**src/rtl/stream_rx.sv**
```systemverilog
// rtl/stream_rx.sv - valid/ready packet receiver with length limiting and a FWFT beat FIFO
// Optional even-parity check on accepted beats is enabled with the STREAM_RX_PARITY_EN macro.
module stream_rx #(
  parameter int WIDTH   = 32,
  parameter int DEPTH   = 4,
  parameter int MAX_LEN = 16
) (
  input  logic             i_clk,
  input  logic             i_rst,
  input  logic             i_valid,
  output logic             o_ready,
  input  logic [WIDTH-1:0] i_data,
  input  logic             i_last,
  output logic             o_valid,
  input  logic             i_ready,
  output logic [WIDTH-1:0] o_data,
  output logic             o_last,
  output logic [7:0]       o_len,
  output logic             o_err,
  output logic [15:0]      o_pkt_cnt
`ifdef STREAM_RX_PARITY_EN
  ,
  input  logic             i_parity,
  output logic             o_parity_err
`endif
);
  localparam int AW = $clog2(DEPTH);
  localparam int CW = AW + 1;

  typedef enum logic [1:0] {IDLE, BODY, OVER} state_e;

  state_e          state_q, state_d;
  logic [7:0]      cnt_q, cnt_d, len_q, len_d;
  logic [15:0]     pkt_cnt_q, pkt_cnt_d;
  logic            err_q, err_d;
  logic [WIDTH:0]  mem_q [DEPTH];
  logic [AW-1:0]   wr_ptr_q, rd_ptr_q;
  logic [CW-1:0]   count_q;
  logic [WIDTH:0]  head;
  logic            full, empty, accept, push, pop, push_last;
  logic [7:0]      cnt_inc;

  // Ready depends only on registered occupancy, so a same-cycle pop never opens a full FIFO.
  assign full    = (count_q == CW'(DEPTH));
  assign empty   = (count_q == '0);
  assign o_ready = i_rst && ((state_q == OVER) || !full);
  assign accept  = i_valid && o_ready;
  assign pop     = !empty && i_ready;
  assign cnt_inc = cnt_q + 8'd1;

  always_comb begin
    state_d   = state_q;
    cnt_d     = cnt_q;
    len_d     = len_q;
    pkt_cnt_d = pkt_cnt_q;
    err_d     = 1'b0;
    push      = 1'b0;
    push_last = i_last;
    if (accept) begin
      unique case (state_q)
        IDLE: begin
          push = 1'b1;
          if (i_last) begin
            len_d     = 8'd1;
            pkt_cnt_d = pkt_cnt_q + 16'd1;
          end else begin
            cnt_d   = 8'd1;
            state_d = BODY;
          end
        end
        BODY: begin
          push  = 1'b1;
          cnt_d = cnt_inc;
          if (i_last) begin
            len_d     = cnt_inc;
            pkt_cnt_d = pkt_cnt_q + 16'd1;
            cnt_d     = 8'd0;
            state_d   = IDLE;
          end else if (cnt_inc == 8'(MAX_LEN)) begin
            push_last = 1'b1;
            len_d     = 8'(MAX_LEN);
            state_d   = OVER;
          end
        end
        OVER: begin
          if (i_last) begin
            err_d     = 1'b1;
            pkt_cnt_d = pkt_cnt_q + 16'd1;
            cnt_d     = 8'd0;
            state_d   = IDLE;
          end
        end
        default: state_d = IDLE;
      endcase
    end
  end

  always_ff @(posedge i_clk or negedge i_rst) begin
    if (!i_rst) begin
      state_q   <= IDLE;
      cnt_q     <= 8'd0;
      len_q     <= 8'd0;
      pkt_cnt_q <= 16'd0;
      err_q     <= 1'b0;
      wr_ptr_q  <= '0;
      rd_ptr_q  <= '0;
      count_q   <= '0;
    end else begin
      state_q   <= state_d;
      cnt_q     <= cnt_d;
      len_q     <= len_d;
      pkt_cnt_q <= pkt_cnt_d;
      err_q     <= err_d;
      if (push) wr_ptr_q <= wr_ptr_q + AW'(1);
      if (pop)  rd_ptr_q <= rd_ptr_q + AW'(1);
      if (push && !pop)      count_q <= count_q + CW'(1);
      else if (!push && pop) count_q <= count_q - CW'(1);
    end
  end

  // Storage needs no reset: occupancy alone decides what is valid.
  always_ff @(posedge i_clk) begin
    if (push) mem_q[wr_ptr_q] <= {push_last, i_data};
  end

  assign head      = mem_q[rd_ptr_q];
  assign o_valid   = !empty;
  assign o_data    = head[WIDTH-1:0];
  assign o_last    = head[WIDTH];
  assign o_len     = len_q;
  assign o_err     = err_q;
  assign o_pkt_cnt = pkt_cnt_q;

`ifdef STREAM_RX_PARITY_EN
  logic par_err_q, par_err_d, par_bad;

  assign par_bad = ((^i_data) != i_parity);

  always_comb begin
    par_err_d = par_err_q;
    if (accept) par_err_d = (state_q == IDLE) ? par_bad : (par_err_q || par_bad);
  end

  always_ff @(posedge i_clk or negedge i_rst) begin
    if (!i_rst) par_err_q <= 1'b0;
    else        par_err_q <= par_err_d;
  end

  assign o_parity_err = par_err_q;
`endif

endmodule
```
**config.mk**
```make
export PLATFORM = sky130hd
export DESIGN_NAME = stream_rx
export DESIGN_NICKNAME = d
export VERILOG_FILES = /design/src/rtl/stream_rx.sv
export SDC_FILE = /design/constraint.sdc
export NUM_CORES = 1
export LEC_CHECK = 0
export ABC_AREA = 1
export CAP_MARGIN = 20
export CORE_MARGIN = 4
export CORE_UTILIZATION = 50
export DETAILED_ROUTE_END_ITERATION = 10
export PLACE_DENSITY = 0.76
export SLEW_MARGIN = 20
export SYNTH_ARGS = -nofsm -noshare
export SYNTH_HDL_FRONTEND = slang
export SYNTH_SLANG_ARGS = --single-unit
```
**constraint.sdc**
```tcl
create_clock -name i_clk -period 3 [get_ports i_clk]
set_clock_uncertainty 0.05 [all_clocks]
set_input_delay 0.3 -clock i_clk [delete_from_list [all_inputs] [get_ports i_clk]]
set_output_delay 0.3 -clock i_clk [all_outputs]
set_load 0.02 [all_outputs]
```
# Word-level counts from Yosys, hierarchy flattened

Memories as Yosys holds them, arrays and structs flattened.
Cells that the tools add are included.

Register bits after elaboration: 42
RAM bits: 132
Output and inout bits: 60
Memories: 1

Memories:

| memory | depth | bits a word | rd ports | clocked after Yosys merged registers in | wr ports | RTL line | text |
|---|---|---|---|---|---|---|---|
| mem_q  | 4     | 33          | 1        | 0                                       | 1        | 36       | `logic [WIDTH:0] mem_q [DEPTH];` |

$add $sub $neg: 6
Eq/ne operators: 8
Muxes and demuxes: 26
Reductions and logical operators: 21

Operators by type and width:

| operator                | count |
|---|---|
| $mux W8                 | 6 |
| $pmux W8 S3             | 1 |
| $add A16 B1 Y16 const B | 1 |
| $pmux W8 S2             | 1 |
| $reduce_and A4 Y1       | 3 |
| $mux W1                 | 11 |
| $add A8 B1 Y8 const B   | 1 |
| $eq A8 B5 Y1 const B    | 1 |
| $mux W2                 | 4 |
| $mux W3                 | 2 |
| $ne A2 B2 Y1 const B    | 3 |
| $pmux W2 S3             | 1 |
| $logic_and A1 B1 Y1     | 5 |
| $add A2 B1 Y2 const B   | 2 |
| $logic_not A1 Y1        | 4 |
| $reduce_bool A2 Y1      | 2 |
| $add A3 B1 Y3 const B   | 1 |
| $eq A3 B3 Y1 const B    | 1 |
| $logic_not A3 Y1        | 1 |
| $ne A3 B3 Y1 const B    | 1 |
| $reduce_and A3 Y1       | 1 |
| $reduce_bool A3 Y1      | 1 |
| $reduce_or A3 Y1        | 1 |
| $sub A3 B1 Y3 const B   | 1 |
| 5 further kinds         | 5 |

# Longest topological paths before layout

Gate-level depths: netlist (run 1).

Word-level depth: 10
Gate-level depth with buffers: 14
Gate-level depth less buffers: 14

# Least setup slack after synthesis (run 1)

OpenSTA, ideal clock, no wires.

Path type: register to register
Start: reg state_q[0]
End: mem mem_q[0][0] (netlist name) (enable)
Data arrival time: 2.649 ns
Data required time: 2.527 ns
Setup slack: -0.122 ns
Stages on the path, launching flop included: 9
Path buffers: 0
Period minus slack after synthesis: 3.122 ns
Cell sequence: dfrtp_1 -> inv_1 -> ha_1 -> nor2_2 -> a21oi_4 -> nand2_4 -> clkinv_2 -> nand2_4 -> nor2_1

Cells in the longest elaborated chain, start to end: 7
Elaborated cells on any way between the ends: 11
Classes of those cells: eq/ne (2); mux (4); reduce/logical (5)

Ends and longest elaborated chain:

| element                       | RTL line | text |
|---|---|---|
| start: declaration            | 32       | `state_e state_q, state_d;` |
| start signal: assignment      | 109      | `state_q <= state_d;` |
| $eq A2 B2 Y1                  | 46       | `assign o_ready = i_rst && ((state_q == OVER) \|\| !full);` |
| $logic_or A1 B1 Y1            | 46       |  |
| $logic_and A1 B1 Y1           | 46       |  |
| net o_ready                   | 11       | `output logic o_ready,` |
| $logic_and A1 B1 Y1           | 47       | `assign accept = i_valid && o_ready;` |
| $mux W1                       | 59       | `if (accept) begin` |
| $mux W1                       | 123      | `if (push) mem_q[wr_ptr_q] <= {push_last, i_data};` |
| $mux W1 (implied by the code) | 123      |  |
| end: declaration              | 36       |  |

The timed path passes the listed nets, and every way through them passes these cells.

# Final worst setup path (run 1)

Start: reg rd_ptr_q[1]
End: out o_data[24]

Cells in the longest elaborated chain, start to end: 1

Ends and longest elaborated chain:

| element                  | RTL line | text |
|---|---|---|
| start: declaration       | 37       | `logic [AW-1:0] wr_ptr_q, rd_ptr_q;` |
| start signal: assignment | 115      | `if (pop) rd_ptr_q <= rd_ptr_q + AW'(1);` |
| $mem_v2 Z4 W33           | -        |  |
| end: declaration         | 16       | `output logic [WIDTH-1:0] o_data,` |

No other way between the ends.

==> results of run 1 <==
==> cell usage after synthesis, drive strengths merged <==
cell type  number
edfxtp        132
nor2           93
o21ai          85
nand2          83
inv            45
dfrtp          42
o22ai          37
nand3          25
clkbuf         19
xor2           14
ha             11
nand4           8
nor3            7
a21oi           6
buf             5
xnor2           3
nand3b          2
clkinv          1
fa              1
mux2            1
o211ai          1
or2             1
==> cells by family (layout without fill, tap and decap cells) <==
family          count (synthesis)  after routing
simple gates                  219            219
flops                         174            174
compound gates                129            129
buf+inv                        70            186
xor+xnor                       17             17
fa+ha+maj                      12             12
mux                             1              1
==> state kept, by name, summed over array words and instances, names as in the netlist <==
| signal | cells |
|---|---|
| rd_ptr_q | 2 |
| o_len | 8 |
| o_err | 1 |
| state_q | 2 |
| count_q | 3 |
| wr_ptr_q | 2 |
| cnt_q | 8 |
| mem_q | 132 |
| o_pkt_cnt | 16 |
==> cell type report <==
cell class                 count  area, um2
fill                        1053       4960
timing repair buffer         108       1110
clock inverter                15        134
sequential                   174       5020
clock buffer                  17        425
inverter                      46        174
tap                          180        225
multi-input combinational    378       2050
==> how the worst min path moves through the flow <==
stage / startpoint / to / slack (ns) / cells past startpoint
2_1_floorplan: i_rst / cnt_q[0] / -0.05 / 0
3_3_place_gp: i_rst / o_pkt_cnt[2] / 0.39 / 2
3_5_place_dp: i_rst / o_pkt_cnt[6] / 0.41 / 2
4_1_cts: o_len[6] / o_len[6] / 0.43 / 2
5_1_grt: o_len[6] / o_len[6] / 0.46 / 2
6_report: o_len[6] / o_len[6] / 0.43 / 2
==> per-layer routing <==
metal / wire length, um / part of all wire (%) / vias up / global-route usage (%)
met4: 192 / 1.3 / 0 / 6.11
met1: 6690 / 44 / 2414 / 23.8
li1: - / - / 2385 / -
met2: 7490 / 49 / 138 / 32.9
met5: 0 / 0 / - / 0
met3: 902 / 5.9 / 16 / 5.32
==> where the power goes <==
group	switching, mW	total (mW)	internal (mW)
clock	0.932	2.09	1.16
sequential	0.229	3.18	2.95
combinational	2.03	3.38	1.35
total	3.19	8.65	5.46
==> per-stage QoR <==
| step | utilization [%] | total power [mW] |
|---|---|---|
| after floorplan | - | 5.16 |
| after global placement | 60.8 | 6.52 |
| after detailed placement | 60.8 | 6.63 |
| after CTS | 64.8 | 8.73 |
| after global routing | 64.8 | 9.14 |
| final | 64.8 | 8.65 |
==> critical path, delay by kind of cell, from the launching register on <==
family / cells / cell delay, ns
buffers and inverters: 3 / 1.13
DFF: 1 / 0.53
AOI/OAI and AO/OA: 2 / 0.38
==> results.cfg, run 1 <==
[logic_synthesis]
flops_latches_synth = 174
avgSynthCellArea_um2 = 11.8
dominant_combinational_cell_family_by_area_after_synthesis = simple AND/OR/NAND/NOR gates
yosysTopAreaCell = sky130_fd_sc_hd__edfxtp_1
post_synth_and_or_nand_nor_area_fraction_pct = 13.3
yosys.area_share.xor_xnor_pct = 2.14
post_synthesis_mux_area_share_pct = 0.154
synth.distinct_cells = 33
yosysSeqAreaShare_pct = 68.5
synth_nets = 671
post_synth_design_cell_area_um2 = 7320
fraction_of_the_mapped_netlist_area_in_compound_gates_pct = 9.79
yosys.area_share.adder_pct = 2.15
synth.yosys.warnings = 0
synth_largest_type_area_fraction_pct = 54.1
synthesis.instances = 622
synth_top_cells_by_area = sky130_fd_sc_hd__edfxtp_1 54%, sky130_fd_sc_hd__dfrtp_1 14%, sky130_fd_sc_hd__o21ai_0 5.6%, sky130_fd_sc_hd__nor2_1 4.5%, sky130_fd_sc_hd__nand2_1 3.9%

[sta]
worst_slew_pin_slew_ns = 0.722
layout_min_cycle_time_ns = 2.81
timing.max_slew.rel_slack_pct = 51.7
hold_violations = 0
finalMaxSlewViolations = 0
min_period_over_period_pct = 93.5
setup_viol = 0
max_freq_mhz = 356
least_setup_slack_across_all_paths_after_layout_ns = 0.194
fin_setup_tns_ns = 0
hold_ws_ns = 0.429
rsz0062_at_grt = false

[grt]
grt_ovf = 0
maximum_number_of_pins_on_one_net_before_global_route_repair = 68
grt_antenna_before_repair = 0
grt_usage_pct = 19.2
grt_pass1_wl_mm = 25.0
via_count_of_the_first_global_routing_pass = 5201

[routing]
finalWirelength_mm = 15.3
routed-via-count = 4953
vias_per_cell = 5.40
drt_iter0_drc = 405
detail-route-antenna-nets = 0
first_pass_iteration_count_of_the_detailed_router = 5
wire_per_inst_um = 16.6
detail_route.drc_violations = 0

[setup_path]
critPathArrivalTime_ns = 2.46
crit_type = flip-flop to output pin
timing.rr.start = state_q[0]
critical_path.reg2reg.endpoint = count_q[2]
setup.worst_path.start = rd_ptr_q[1]
delay_of_the_slowest_critical_path_stage_ns = 0.66
timing.critical_path.to_type = output pin
worst-path-max-fanout = 32
worstSetupStartpointType = flip-flop
critPathRequiredTime_ns = 2.65
timing.reg2reg.worst_path_depth = 14
timing.reg2reg.setup_slack_ns = 0.38
timing.critical_path.to = o_data[24]
cpMaxStageDelayCell = sky130_fd_sc_hd__clkdlybuf4s50_1
cp_cell_instances = inv_1, buf_4, o21ai_0, o22ai_1, clkdlybuf4s50_1

[placement]
place_worst_setup_slack_ns = 0.408
place_congestion = 0.820
buffer_ports.inserted = 96
detailed_place_hpwl_mm = 9.80
post_dp_cell_area_um2 = 8560
numPlacedInstances = 885

[floorplan]
floorplan.die.height_um = 129
placementRows = 43
core_area_um2 = 14100
starting_density_of_the_core_pct = 52.0
pin_count = 97
die_area_um2 = 16700
die_w_um = 129

[cts]
cts_hold_buffers = 1
cts_root_cell = sky130_fd_sc_hd__clkbuf_16
clock_tree.htree_level_count = 4
post_cts_resize_count = 0
cts_max_path_buffers = 2
tritoncts.num_buffers = 17
path_clk_slew_ns = 0.06
postCtsSetupRepairBufs = 0
tritoncts = yes
tritoncts_num_sinks = 174
clock_latency_on_the_worst_skew_pair_ns = 0.43

[layout]
layout.nets = 774
drive_above_1_share_pct = 9.62
final_cell_mix = 132 x sky130_fd_sc_hd__edfxtp_1, 95 x sky130_fd_sc_hd__clkdlybuf4s50_1, 83 x sky130_fd_sc_hd__nor2_1
layout-area-overhead-vs-synth_pct = 24.7
insertedDiodeCount = 0
stdcell_area_um2 = 9130
non_filler_instances = 918
most_common_cell_after_layout_fill_and_taps_aside = sky130_fd_sc_hd__edfxtp_1

[status]
run_status = finished, final reports clean

[pwr]
leakage_nw = 3.36
ir_worst_vdd_uv = 601
power.density_nw_per_um2 = 947

[flow_run]
maximum_capacitance_violations = 0

[min_path]
hold_path.class = flip-flop to flip-flop
No activity file was read; power rests on OpenSTA's default activity.
==> run 2, diff against run 1 <==
Settings changed: SLEW_MARGIN 20 to default.
==> results of run 2 <==
No change in the layout: final DEF, timing and power equal those of run 1.
==> edit: new RTL, config.mk and constraints of run 1 <==
Register the output `o_pkt_cnt` once more; this adds one clock of latency there. The other outputs are not delayed to match.
--- a/src/rtl/stream_rx.sv
+++ b/src/rtl/stream_rx.sv
@@ -129,7 +129,9 @@
   assign o_last    = head[WIDTH];
   assign o_len     = len_q;
   assign o_err     = err_q;
-  assign o_pkt_cnt = pkt_cnt_q;
+  always_ff @(posedge i_clk) begin
+    o_pkt_cnt <= pkt_cnt_q;
+  end
 
 `ifdef STREAM_RX_PARITY_EN
   logic par_err_q, par_err_d, par_bad;
Function: changed (Yosys sat finds a counterexample within 4 cycles, from zero or initial values and one cycle with i_rst low).
==> edit against run 1 <==
- design area increased by 3.6%
- sequential share of layout area rose by 1.5 points
- sequential cell count increased by 16
- largest power group is now registers
- routed wire length up 1.0%
- critical endpoint is now o_data[13]
- synthesized area up 4.7%
- worst setup slack worse by 0.033 ns
- hold slack worse by 0.054 ns
- total power fell by 0.27%
==> edit: results <==
status:
  outcome: "finished, final reports clean"
run:
  drv_cap: 0
global_routing:
  grt_pass1_vias: 5094
  grt_pass1_wl_microns: 25200
  grt_usage: 0.181
worst_setup_path:
  worstPathArrival_ns: 2.49
  worstPathMaxFanout: 67
  cp-startpoint: "rd_ptr_q[0]"
  r2r-start: "state_q[0]"
final_layout:
  fill_cells: 1107
  biggestRegsByFlops: "mem_q x132, o_pkt_cnt x16, pkt_cnt_q x16"
  drive_gt1_frac: 0.0911
  nets: 804
worst_hold_path:
  hold_path.class: "flip-flop to flip-flop"
  worstHoldStart: "pkt_cnt_q[4]"
detailed_routing:
  vias_per_cell: 5.33
  drt_iter0_drc: 307
  wl_per_cell_microns: 16.2
  firstDrtPassIters: 6
cts:
  clkTransAtPathRegs_ns: 0.07
  insertion_delay_ns: 0.42
power_and_ir_drop:
  p_leak_nw: 3.48
  vdd_drop_max_uv: 499
synthesis:
  async_flop_share: 0.221
  synth_nets: 703
  yosys-top-cells-count: "edfxtp_1 (132), nand2_1 (106), nor2_1 (87)"
  synthTopCellsByArea: "edfxtp_1 (52%), dfrtp_1 (14%), nand2_1 (5.2%), o21ai_0 (5.1%), nor2_1 (4.3%)"
  ys_types: 35
  synth-seq-area-share: 0.696
placed_design:
  gp_congestion: 0.823
  post_dp_cell_area_sq_um: 8900
  dp_hpwl_microns: 9930
timing:
  fin_crit_ns: 2.84
  relSlewSlack: 0.574
==> edit: changes by cell type in the layout (fill, tap and decap cells not counted), sizes merged, moves of 6 or more <==
cell	run 1	this run
dfxtp	0	16
nand2	83	114
xor2	14	8
inv	52	41
clkinvlp	0	7
==> edit: critical path, stage by stage (launching register included) <==
cell	delay, ns
dfrtp_2	0.36
buf_4	0.53
o21ai_0	0.26
o22ai_1	0.25
clkdlybuf4s50_1	0.65
==> edit: final timing paths <==
path | depth (start not counted) | slack (ns) | to
worst max-delay path | 4 | 0.16 | o_data[13]
worst min-delay path | 0 | 0.37 | o_pkt_cnt[4]
worst max register to register | 12 | 0.60 | count_q[2]
worst min register to register | 0 | 0.37 | o_pkt_cnt[4]
max in group asynchronous | 3 | 2.04 | rd_ptr_q[0]
min in group asynchronous | 3 | 0.46 | pkt_cnt_q[2]
==> edit: cells by family after synthesis <==
logic type	synth area share
compound gates	0.0912
xor+xnor	0.0183
fa+ha+maj	0.0206
buf+inv	0.0354
flops	0.696
mux	0.00147
simple gates	0.137
==> edit: routing by layer <==
layer,global-route usage,vias up,part of all wire
met4,0.0537,0,0.011
met5,0,-,0
met3,0.0443,11,0.051
met2,0.308,147,0.50
met1,0.231,2445,0.43
li1,-,2467,-
==> edit: area by class of cell <==
cell class / instances / area, sq um / area share
flip-flops and latches: 190 / 5340 / 0.564
multi-input cells: 400 / 2090 / 0.221
repair buffers: 107 / 1100 / 0.117
clock buffers: 19 / 443 / 0.0468
well taps: 184 / 230 / 0.0243
inverters: 39 / 146 / 0.0155
clock inverters: 13 / 115 / 0.0122
==> edit: per-stage QoR <==
| step | util | setup WS [ns] | instances | power, mW | hold WS (ns) |
|---|---|---|---|---|---|
| floorplan | - | -0.134 | 654 | 5.23 | -0.0456 |
| global placement | 0.603 | 0.702 | 919 | 6.52 | 0.349 |
| detailed placement | 0.603 | 0.639 | 919 | 6.61 | 0.360 |
| CTS | 0.641 | 0.162 | 952 | 8.70 | 0.374 |
| global route | 0.641 | 0.0599 | 952 | 9.09 | 0.384 |
| finish | 0.641 | 0.161 | 952 | 8.62 | 0.375 |
==> edit: report_power, final <==
group,internal (mW),total [mW],switching (mW)
clock network,1.16,2.09,0.923
registers,3.16,3.35,0.183
logic,1.27,3.19,1.92
total,5.59,8.62,3.03
